### src/rtl/ahci_fis_dispatch.sv
// Receive-side FIS dispatcher: decodes the FIS type of each header, issues one
// get_* command to the receiver, supervises it with a watchdog and reports completion.
module ahci_fis_dispatch #(
   parameter int TIMEOUT_BITS = 16
) (
   input  logic        mclk,
   input  logic        hba_rst_n,
   input  logic        en,
   input  logic        fis_first_vld,
   input  logic [7:0]  fis_type,
   input  logic        sig_pending,
   input  logic        data_fis_allowed,
   output logic        get_sig,
   output logic        get_dsfis,
   output logic        get_psfis,
   output logic        get_rfis,
   output logic        get_sdbfis,
   output logic        get_ufis,
   output logic        get_data_fis,
   output logic        get_ignore,
   input  logic        get_fis_busy,
   input  logic        fis_ok,
   input  logic        fis_err,
   input  logic        fis_ferr,
   output logic        fis_done,
   output logic [1:0]  fis_status,
   output logic [3:0]  fis_kind,
   output logic        dma_activate,
   output logic        halted,
   output logic [15:0] fis_count
);

   localparam logic [2:0] S_IDLE   = 3'd0;
   localparam logic [2:0] S_ISSUE  = 3'd1;
   localparam logic [2:0] S_WAIT   = 3'd2;
   localparam logic [2:0] S_REPORT = 3'd3;
   localparam logic [2:0] S_HALT   = 3'd4;

   // One-hot command vector, ordered as {sig, dsfis, psfis, rfis, sdbfis, ufis, data_fis, ignore}
   localparam logic [7:0] CMD_SIG    = 8'h80;
   localparam logic [7:0] CMD_DSFIS  = 8'h40;
   localparam logic [7:0] CMD_PSFIS  = 8'h20;
   localparam logic [7:0] CMD_RFIS   = 8'h10;
   localparam logic [7:0] CMD_SDBFIS = 8'h08;
   localparam logic [7:0] CMD_UFIS   = 8'h04;
   localparam logic [7:0] CMD_DATA   = 8'h02;
   localparam logic [7:0] CMD_IGNORE = 8'h01;

   logic [2:0]              state;
   logic [7:0]              cmd_q;
   logic [3:0]              kind_q;
   logic [TIMEOUT_BITS-1:0] wd;
   logic [TIMEOUT_BITS-1:0] wd_nxt;
   logic                    cpl;
   logic                    wd_max;
   logic [1:0]              cpl_status;
   logic                    dispatch;

   function automatic logic [11:0] decode(input logic [7:0] t, input logic sp, input logic dfa);
      case (t)
         8'h34:   decode = sp  ? {4'd2, CMD_SIG}  : {4'd1, CMD_RFIS};
         8'h41:   decode = {4'd3, CMD_DSFIS};
         8'h5F:   decode = {4'd4, CMD_PSFIS};
         8'hA1:   decode = {4'd5, CMD_SDBFIS};
         8'h46:   decode = dfa ? {4'd6, CMD_DATA} : {4'd9, CMD_IGNORE};
         8'h39:   decode = {4'd7, CMD_IGNORE};
         default: decode = {4'd8, CMD_UFIS};
      endcase
   endfunction

   assign {get_sig, get_dsfis, get_psfis, get_rfis,
           get_sdbfis, get_ufis, get_data_fis, get_ignore} = cmd_q;

   assign dispatch   = (state == S_IDLE) && en && fis_first_vld && !halted;
   assign wd_nxt     = wd + 1'b1;
   assign wd_max     = (wd_nxt == {TIMEOUT_BITS{1'b1}});
   assign cpl        = !get_fis_busy && (fis_ok || fis_err || fis_ferr);
   assign cpl_status = fis_ferr ? 2'd2 : (fis_err ? 2'd1 : 2'd0);

   // Control path: state, command pulses and reported results
   always_ff @(posedge mclk) begin
      if (!hba_rst_n) begin
         state        <= S_IDLE;
         cmd_q        <= '0;
         fis_done     <= 1'b0;
         fis_status   <= 2'd0;
         fis_kind     <= 4'd0;
         dma_activate <= 1'b0;
         halted       <= 1'b0;
         fis_count    <= 16'd0;
      end else begin
         cmd_q        <= '0;
         fis_done     <= 1'b0;
         dma_activate <= 1'b0;
         case (state)
            S_IDLE: begin
               if (dispatch) begin
                  cmd_q <= decode(fis_type, sig_pending, data_fis_allowed)[7:0];
                  state <= S_ISSUE;
               end
            end
            S_ISSUE: state <= S_WAIT;
            S_WAIT: begin
               // A completion seen in the same cycle as the watchdog limit is honoured
               if (cpl || wd_max) begin
                  fis_status   <= cpl ? cpl_status : 2'd3;
                  fis_kind     <= kind_q;
                  fis_done     <= 1'b1;
                  fis_count    <= fis_count + 16'd1;
                  dma_activate <= cpl && (cpl_status == 2'd0) && (kind_q == 4'd7);
                  state        <= S_REPORT;
               end
            end
            S_REPORT: begin
               if (fis_status[1]) begin
                  halted <= 1'b1;
                  state  <= S_HALT;
               end else begin
                  state  <= S_IDLE;
               end
            end
            S_HALT:  state <= S_HALT;
            default: state <= S_IDLE;
         endcase
      end
   end

   // Data path: latched kind and watchdog counter need no reset
   always_ff @(posedge mclk) begin
      if (dispatch)
         kind_q <= decode(fis_type, sig_pending, data_fis_allowed)[11:8];
      if (state == S_ISSUE)
         wd <= '0;
      else if (state == S_WAIT)
         wd <= wd_nxt;
   end

endmodule
### config.mk
export PLATFORM = sky130hd
export DESIGN_NAME = ahci_fis_dispatch
export DESIGN_NICKNAME = d
export VERILOG_FILES = /design/src/rtl/ahci_fis_dispatch.sv
export SDC_FILE = /design/constraint.sdc
export NUM_CORES = 1
export LEC_CHECK = 0
export BUFFER_PORTS_ARGS = -buffer_cell sky130_fd_sc_hd__buf_2
export CORE_MARGIN = 3
export CORE_UTILIZATION = 30
export CTS_BUF_LIST = sky130_fd_sc_hd__clkbuf_8
export DETAILED_ROUTE_END_ITERATION = 10
export PLACE_DENSITY = 0.56
export SYNTH_ARGS = -nofsm -noshare
export SYNTH_HDL_FRONTEND = slang
export SYNTH_SLANG_ARGS = --single-unit
### constraint.sdc
create_clock -name mclk -period 2.1 [get_ports mclk]
set_input_delay 0.315 -clock mclk [delete_from_list [all_inputs] [get_ports mclk]]
set_output_delay 0.315 -clock mclk [all_outputs]
set_load 0.01 [all_outputs]
==> metrics.yaml, run 1 <==
drv_cap: 0
htree_num_levels: 2
powerDensity_nw_per_um2: 571
antenna_found_initial: 0
setup_tns_ns: -2.92
fmax_ghz: 0.429
synth_cell_type_count: 56
finalSetupViolations: 20
wl_um: 7990
path_clk_slew_ns: 0.11
grt_pass1_vias: 2552
cts-root-buf: "clkbuf_8"
drc: 0
holdBufCountCts: 0
synth.top_cell.area_share_pct: 36.7
endpoint_kind: "flop"
grt_max_degree: 19
final_hold_viol_count: 0
grt_pass1_wl_um: 12300
async_flop_share_pct: 0
tightest_slew_ns: 0.429
syn_to_final_growth_pct: 40.6
period_minus_slack_ns: 2.33
synth_ff_type: "dfxtp_1"
startpoint_type: "flop"
syn-num-nets: 355
drv_slew: 0
violations: "negative setup slack"
die-height_um: 103
synth_common_cells: "52 x dfxtp_1, 37 x nor2_1, 31 x nand2_1, 25 x o21ai_0, 23 x a21oi_1"
synth_seq_area_share_pct: 40.9
cp.arrival_ns: 2.59
grtUsageTotal_pct: 14.7
drtIter0Drc: 113
drtPass1Iterations: 4
dp_hpwl_um: 5500
ir_drop_mv: 0.278
rsz0062_at_grt: "yes"
synthCells: 334
gp_congestion: 0.846
status: "complete, but fails checks"
die_w_um: 103
yosys-top-cells-area: "dfxtp_1 37%, nor2_1 4.9%, o21ai_0 4.4%"
core_area_sq_um: 8930
clock_skew_ns: 0.00761
worstSkewPairLatency_ns: 0.32
avgRoutedWirePerCell_um: 14.5
ant_nets: 0
clk_path_buf_depth: 2
synth_warnings: 0
initial_utilization_pct: 31.8
yosysMostFrequentCell: "dfxtp_1"
grt_overflow: 0
fin_total_pwr_mw: 2.28
post_synth.cell_area_avg_sq_um: 8.49
synth_largest_area_cell: "dfxtp_1"
drive_gt1_share_pct: 37.3
finalNetCount: 465
port_buffers: 50
min-delay-path-class: "input pin to flop"
antenna_cells: 0
synthesis.area_sq_um: 2840
crit_fanout: 5
ys_seq_elements: 56
die_area_sq_um: 10700
critPathKind: "flop to flop"
synth_edf_count: 4
critPathRequiredTime_ns: 2.36
setup_ws_ns: -0.229
clock-sinks: 56
pin_count: 51
cts_tree: "built"
rows: 34
via_count: 2840
relSlewSlack_pct: 71.0
period_share_pct: 111
p_leak_nw: 1.72
post_drt_via_cell_ratio: 5.14
numCtsBuffers: 5
==> layer usage <==
metal / vias to the layer above / global-route usage (%) / wire [um]
met5: - / 0 / 0
met4: 0 / 2.79 / 48
met3: 4 / 3.35 / 368
met2: 57 / 23.5 / 3710
met1: 1330 / 20.5 / 3860
li1: 1449 / - / -
==> critical path, stage by stage (launching register included) <==
cell and delay [ns]:
dfxtp_4 0.37, ha_4 0.18, buf_6 0.11, and4b_1 0.23
o211ai_1 0.13, a21oi_1 0.15, and4b_4 0.36, a21boi_4 0.11
or4_1 0.47, a21oi_1 0.13
==> flip-flops by register name (all words and copies together), names as in the netlist <==
signal and flops:
fis_count 16, wd 16, cmd_q 8, fis_kind 4, kind_q 4, state 3
fis_status 2, dma_activate 1, fis_done 1, halted 1
==> kinds of logic (layout without fill, tap and decap cells) <==
family | Yosys count | after routing | synth area share (%)
fa+ha+maj | 3 | 3 | 1.32
simple gates | 156 | 156 | 31.5
xor+xnor | 8 | 8 | 2.47
mux | 5 | 5 | 1.76
buf+inv | 25 | 133 | 4.37
compound gates | 81 | 84 | 17.6
flops | 56 | 56 | 40.9
==> per-stage QoR <==
| step | setup WS [ns] | cell area [sq um] | hold WS, ns | util (%) | std cells |
|---|---|---|---|---|---|
| floorplan | -0.00360 | 2890 | 0.394 | - | 334 |
| detailed placement | -0.448 | 3520 | 0.438 | 39.4 | 521 |
| global route | -0.301 | 3990 | 0.165 | 44.6 | 553 |
| global placement | -0.378 | 3520 | 0.437 | 39.4 | 521 |
| CTS | -0.229 | 3890 | 0.169 | 43.6 | 549 |
| finish | -0.229 | 3990 | 0.179 | 44.6 | 553 |
==> cell usage in the layout, fill, tap and decap left out, types with 6 or more instances in the layout <==
cell type	instances
dfxtp_1	41
nor2_1	36
nand2_1	31
inv_1	8
buf_2	50
nand4_1	7
nand3_1	16
buf_4	56
dfxtp_2	8
o21ai_0	24
a21oi_1	21
buf_6	10
nor2b_1	6
o211ai_1	6
or4_1	6
==> final timing paths <==
| check | startpoint | endpoint | slack [ns] | cells past startpoint |
|---|---|---|---|---|
| setup / recovery | wd[0] | fis_count[5] | -0.23 | 9 |
| hold / removal | sig_pending | cmd_q[4] | 0.18 | 2 |
| setup reg to reg | wd[0] | fis_count[5] | -0.23 | 9 |
| hold reg to reg | fis_status[0] | fis_status[0] | 0.45 | 2 |
==> power breakdown <==
part | switching, mW | leakage [nW] | internal [mW] | total (mW)
clock network | 0.392 | 0.0445 | 0.238 | 0.631
logic | 0.246 | 1.21 | 0.215 | 0.461
registers | 0.0548 | 0.461 | 1.13 | 1.19
==> final cells by class <==
class                      count  area (sq um)
multi-input combinational    256          1760
sequential                    56          1180
tap                          108           135
inverter                       9          33.8
fill                         891          4940
clock inverter                 3          21.3
clock buffer                   5          68.8
timing repair buffer         116           783
==> timing repair <==
action | CTS | global route
endpoints found under the setup margin | 23 | 21
resized for setup | 30 | 15
setup buffers | 17 | 4
cloned | 3 | 0
pin swaps | 26 | 10
No activity file was read; power rests on OpenSTA's default activity.
==> inputs of run 2 (changes only) <==
==> constraint.sdc (replaced) <==
create_clock -name mclk -period 2.1 [get_ports mclk]
set_input_delay 0.105 -clock mclk [delete_from_list [all_inputs] [get_ports mclk]]
set_output_delay 0.105 -clock mclk [all_outputs]
set_load 0.01 [all_outputs]
==> run 2 against run 1 <==
Compared with the run above: the flow still finishes with violations (negative setup slack); sequential power barely moved; register-to-register slack improved by 0.04 ns; critical path type unchanged; power fell by 2.7%.
==> metrics.yaml, run 2 (same netlist as run 1, synthesis figures left out) <==
numCtsBuffers: 5
layout_common_cells: "56 x buf_4, 50 x buf_2, 45 x dfxtp_1"
period_share_pct: 109
final_hold_viol_count: 0
clock-sinks: 56
status: "complete, but fails checks"
critPathSlowestCell: "or4b_1"
syn_to_final_growth_pct: 38.0
cpPeakStageDelay_ns: 0.51
tightest_slew_ns: 0.504
path_clk_slew_ns: 0.10
gp_congestion: 0.828
cts-root-buf: "clkbuf_8"
ant_nets: 0
grt_overflow: 0
endpoint_kind: "flop"
htree_num_levels: 2
core_area_sq_um: 8930
fmax_ghz: 0.436
fin_total_pwr_mw: 2.21
worstSkewPairLatency_ns: 0.31
via_count: 2776
drive_gt1_share_pct: 34.5
grt_max_degree: 19
drv_slew: 0
avgRoutedWirePerCell_um: 13.5
startpoint_type: "flop"
die_area_sq_um: 10700
layout_commonest_cell: "buf_4"
clock_skew_ns: 0.0106
clk_path_buf_depth: 2
grt_pass1_vias: 2589
die_w_um: 103
relSlewSlack_pct: 66.4
port_buffers: 50
postLayoutCoreUtil_pct: 43.8
crit_fanout: 8
rows: 34
cp_cell_sequence: "ha_4 > a21bo_1 > o31a_1 > o21ai_2 > and4b_2 > a21boi_4 > or4b_1 > a21oi_1"
post_drt_via_cell_ratio: 5.06
power_frac_clock_pct: 26.9
min-delay-path-class: "input pin to flop"
p_leak_nw: 1.70
cp.arrival_ns: 2.53
critPathRequiredTime_ns: 2.34
period_minus_slack_ns: 2.29
finalSetupViolations: 20
dp_hpwl_um: 5360
wl_um: 7410
antenna_found_initial: 0
grtUsageTotal_pct: 14.0
p_sw_mw: 0.639
swShare_pct: 28.9
pin_count: 51
antenna_cells: 0
largestRegisters: "fis_count: 16 flops, wd: 16 flops, cmd_q: 8 flops"
finalNetCount: 461
pwr-share-comb_pct: 19.3
critPathKind: "flop to flop"
drtIter0Drc: 85
seqPwrFrac_pct: 53.8
ir_drop_mv: 0.301
powerDensity_nw_per_um2: 566
drtPass1Iterations: 4
rsz0062_at_grt: "yes"
setup_ws_ns: -0.192
die-height_um: 103
p_int_mw: 1.58
grt_pass1_wl_um: 12100
violations: "negative setup slack"
cts_tree: "built"
drc: 0
drv_cap: 0
initial_utilization_pct: 31.8
-- run 2: changes by cell type in the layout (fill, tap and decap cells not counted), sizes merged --
cell | before | now
dlygate4sd3 | 0 | 1
a21boi | 5 | 4
buf | 116 | 112
-- run 2: final cells by class --
type	count	area (sq um)
Clock buffer	5	68.8
Clock inverter	3	21.3
Fill cell	897	5020
Inverter	9	33.8
Multi-Input combinational cell	255	1710
Sequential cell	56	1170
Tap cell	108	135
Timing Repair Buffer	113	774
-- run 2: critical path, delay by kind of cell, from the launching register on --
family / cells / cell delay [ns]
and+or+nand+nor: 2 / 0.82
adders and majority gates: 1 / 0.17
DFF: 1 / 0.39
AOI/OAI and AO/OA: 5 / 0.86
-- run 2: power by group through the flow --
stage,sequential (mW),combinational [mW],clock (mW)
finish,1.19,0.427,0.596
global route,1.20,0.482,0.672
CTS,1.19,0.421,0.628
detailed placement,1.21,0.340,0
global placement,1.21,0.340,0
floorplan,1.20,0.238,0
-- run 2: worst paths after layout --
kind	start	end	slack, ns	cells after the start
max	wd[0]	fis_count[7]	-0.19	8
min	fis_err	dma_activate	0.1	4
max reg2reg	wd[0]	fis_count[7]	-0.19	8
min reg2reg	fis_status[0]	fis_status[0]	0.46	2
-- run 2: what timing repair did --
item	CTS	global route
hold buffers	1	0
gates resized for setup	18	7
hold endpoints to repair	1	0
buffers inserted	18	1
setup endpoints to repair	23	23
pin swaps	22	5
gates cloned	2	0
-- run 2: metrics by stage --
stage	instance area [sq um]	setup slack, ns	TNS [ns]	cells	hold slack (ns)
5_1_grt	3910	-0.319	-4.94	549	0.102
6_report	3910	-0.192	-2.43	549	0.0960
2_1_floorplan	2890	-0.00360	-0.00360	334	0.184
3_3_place_gp	3500	-0.412	-7.83	519	0.318
4_1_cts	3880	-0.212	-2.57	548	0.0843
3_5_place_dp	3500	-0.446	-8.82	519	0.317
-- run 2: routing by layer --
layer / up-vias / track usage (%) / part of all wire, %
met5: - / 0 / 0
met3: 6 / 2.55 / 3.6
met1: 1266 / 19.9 / 50
met2: 57 / 22.3 / 45
li1: 1447 / - / -
met4: 0 / 3.29 / 1.2
==> inputs of run 3 (changes only) <==
GPL_TIMING_DRIVEN = 0   (was default)
==> run 3 against run 2 <==
Compared with the run above: the run still ends with negative setup slack left; core utilization fell by 2.4 points; register-to-register slack lost 0.02 ns; flip-flop and latch count did not move; die area unchanged; maximum frequency decreased by 0.85%; routed wire length fell by 0.55%; count of clock-buffer cells in the layout did not move; critical endpoint is now fis_count[13]; largest power group unchanged.
==> metrics.yaml, run 3 (same netlist as run 1, synthesis figures left out) <==
rows: 34
ant_nets: 0
met2_wirelength_um: 3480
htree_num_levels: 2
core_area_sq_um: 8930
fillers: 911
multi_input_area_sq_um: 1690
fmax_ghz: 0.433
endpoint: "fis_count[13]"
r2r_cells: 9
tightest_slew_ns: 0.620
fin_cells: 525
finalNetCount: 437
pin_count: 51
period_minus_slack_ns: 2.31
drv_cap: 0
grt_pass1_vias: 2392
path_clk_slew_ns: 0.12
finalSetupViolations: 24
avgRoutedWirePerCell_um: 14.0
post_drt_via_cell_ratio: 5.20
hold_depth: 4
rsz0062_at_grt: "yes"
cts_tree: "built"
endpoint_kind: "flop"
die-height_um: 103
syn_to_final_growth_pct: 30.3
violations: "negative setup slack"
drive_gt1_share_pct: 30.9
antenna_cells: 0
placedCellCount: 492
grt_overflow: 0
gp_congestion: 0.815
antenna_found_initial: 0
port_buffers: 50
crit_fanout: 8
clock-sinks: 56
numCtsBuffers: 5
routedLengthMet1_um: 3550
critPathRequiredTime_ns: 2.36
status: "complete, but fails checks"
setup_ws_ns: -0.211
clk_path_buf_depth: 2
cts-root-buf: "clkbuf_8"
layout_common_cells: "51 x buf_2, 45 x dfxtp_1, 36 x nor2_1"
clock_skew_ns: 0.00919
grt_pass1_wl_um: 11900
period_share_pct: 110
dp_hpwl_um: 5160
critPathKind: "flop to flop"
drc: 0
relSlewSlack_pct: 58.6
dr_wl_met3_um: 318
layout_commonest_cell: "buf_2"
top_layer_used: "met4"
die_w_um: 103
min-delay-path-class: "input pin to flop"
drv_slew: 0
via_count: 2728
reg2reg_slack_ns: -0.21
powerDensity_nw_per_um2: 621
cp.arrival_ns: 2.57
wl_um: 7370
die_area_sq_um: 10700
grt_max_degree: 21
worstSkewPairLatency_ns: 0.32
timing.rr.end: "fis_count[13]"
grtUsageTotal_pct: 13.9
cp-startpoint: "wd[0]"
drtIter0Drc: 156
dp_slack_ns: -0.462
seqCellArea_sq_um: 1170
worstReg2RegStart: "wd[0]"
p_leak_nw: 1.50
drtPass1Iterations: 5
largestRegisters: "fis_count: 16 flops, wd: 16 flops, cmd_q: 8 flops"
final_hold_viol_count: 0
startpoint_type: "flop"
ir_drop_mv: 0.339
initial_utilization_pct: 31.8
[run 3: timing repair]
action | in CTS | in global routing
cloned | 1 | 0
setup endpoints to repair | 35 | 31
pin swaps | 15 | 9
setup buffers | 20 | 4
hold buffers | 1 | 0
hold endpoints to repair | 1 | 0
resized for setup | 19 | 14
[run 3: worst max-delay path, cell delays in order (launching register included)]
cell and delay, ns:
dfxtp_4 0.39, ha_4 0.17, a21bo_1 0.24, o31a_1 0.25
o21ai_2 0.15, and4b_2 0.28, a21boi_4 0.10, buf_4 0.18
or3_1 0.34, a21oi_1 0.14
[run 3: routing by layer]
metal | vias to the layer above | global-route usage, %
met5 | - | 0
met4 | 0 | 2.89
met3 | 2 | 2.68
met2 | 59 | 21.4
met1 | 1288 | 20.2
li1 | 1379 | -
[run 3: metrics by stage]
step	utilization (%)	power [mW]	setup TNS, ns	hold slack [ns]	cell area (sq um)
2_1_floorplan	-	1.44	-0.00360	0.184	2890
3_3_place_gp	36.7	1.54	-10.23	0.317	3280
3_5_place_dp	36.7	1.54	-11.36	0.320	3280
4_1_cts	40.5	2.29	-4.25	0.0737	3620
5_1_grt	41.4	2.41	-7.15	0.0853	3700
6_report	41.4	2.29	-3.92	0.0861	3700
[run 3: how the worst min path moves through the flow]
stage | slack (ns) | end | from
floorplan | 0.18 | cmd_q[4] | sig_pending
global placement | 0.32 | cmd_q[4] | sig_pending
detailed placement | 0.32 | cmd_q[4] | sig_pending
CTS | 0.07 | dma_activate | fis_err
global route | 0.09 | dma_activate | fis_err
finish | 0.09 | dma_activate | fis_err
[run 3: area by class of cell]
| class | count | area share, % |
|---|---|---|
| flip-flops and latches | 56 | 31.8 |
| repair buffers | 76 | 12.5 |
| clock inverters | 3 | 0.778 |
| multi-input cells | 253 | 45.6 |
| inverters | 9 | 0.914 |
| well taps | 108 | 3.65 |
| clock buffers | 5 | 1.86 |
| plain buffers | 15 | 2.88 |
[run 3: power breakdown]
part,internal (mW),total (mW),switching (mW)
Combinational,0.212,0.451,0.239
Sequential,1.13,1.18,0.0526
Clock,0.253,0.661,0.408
Total,1.60,2.29,0.699
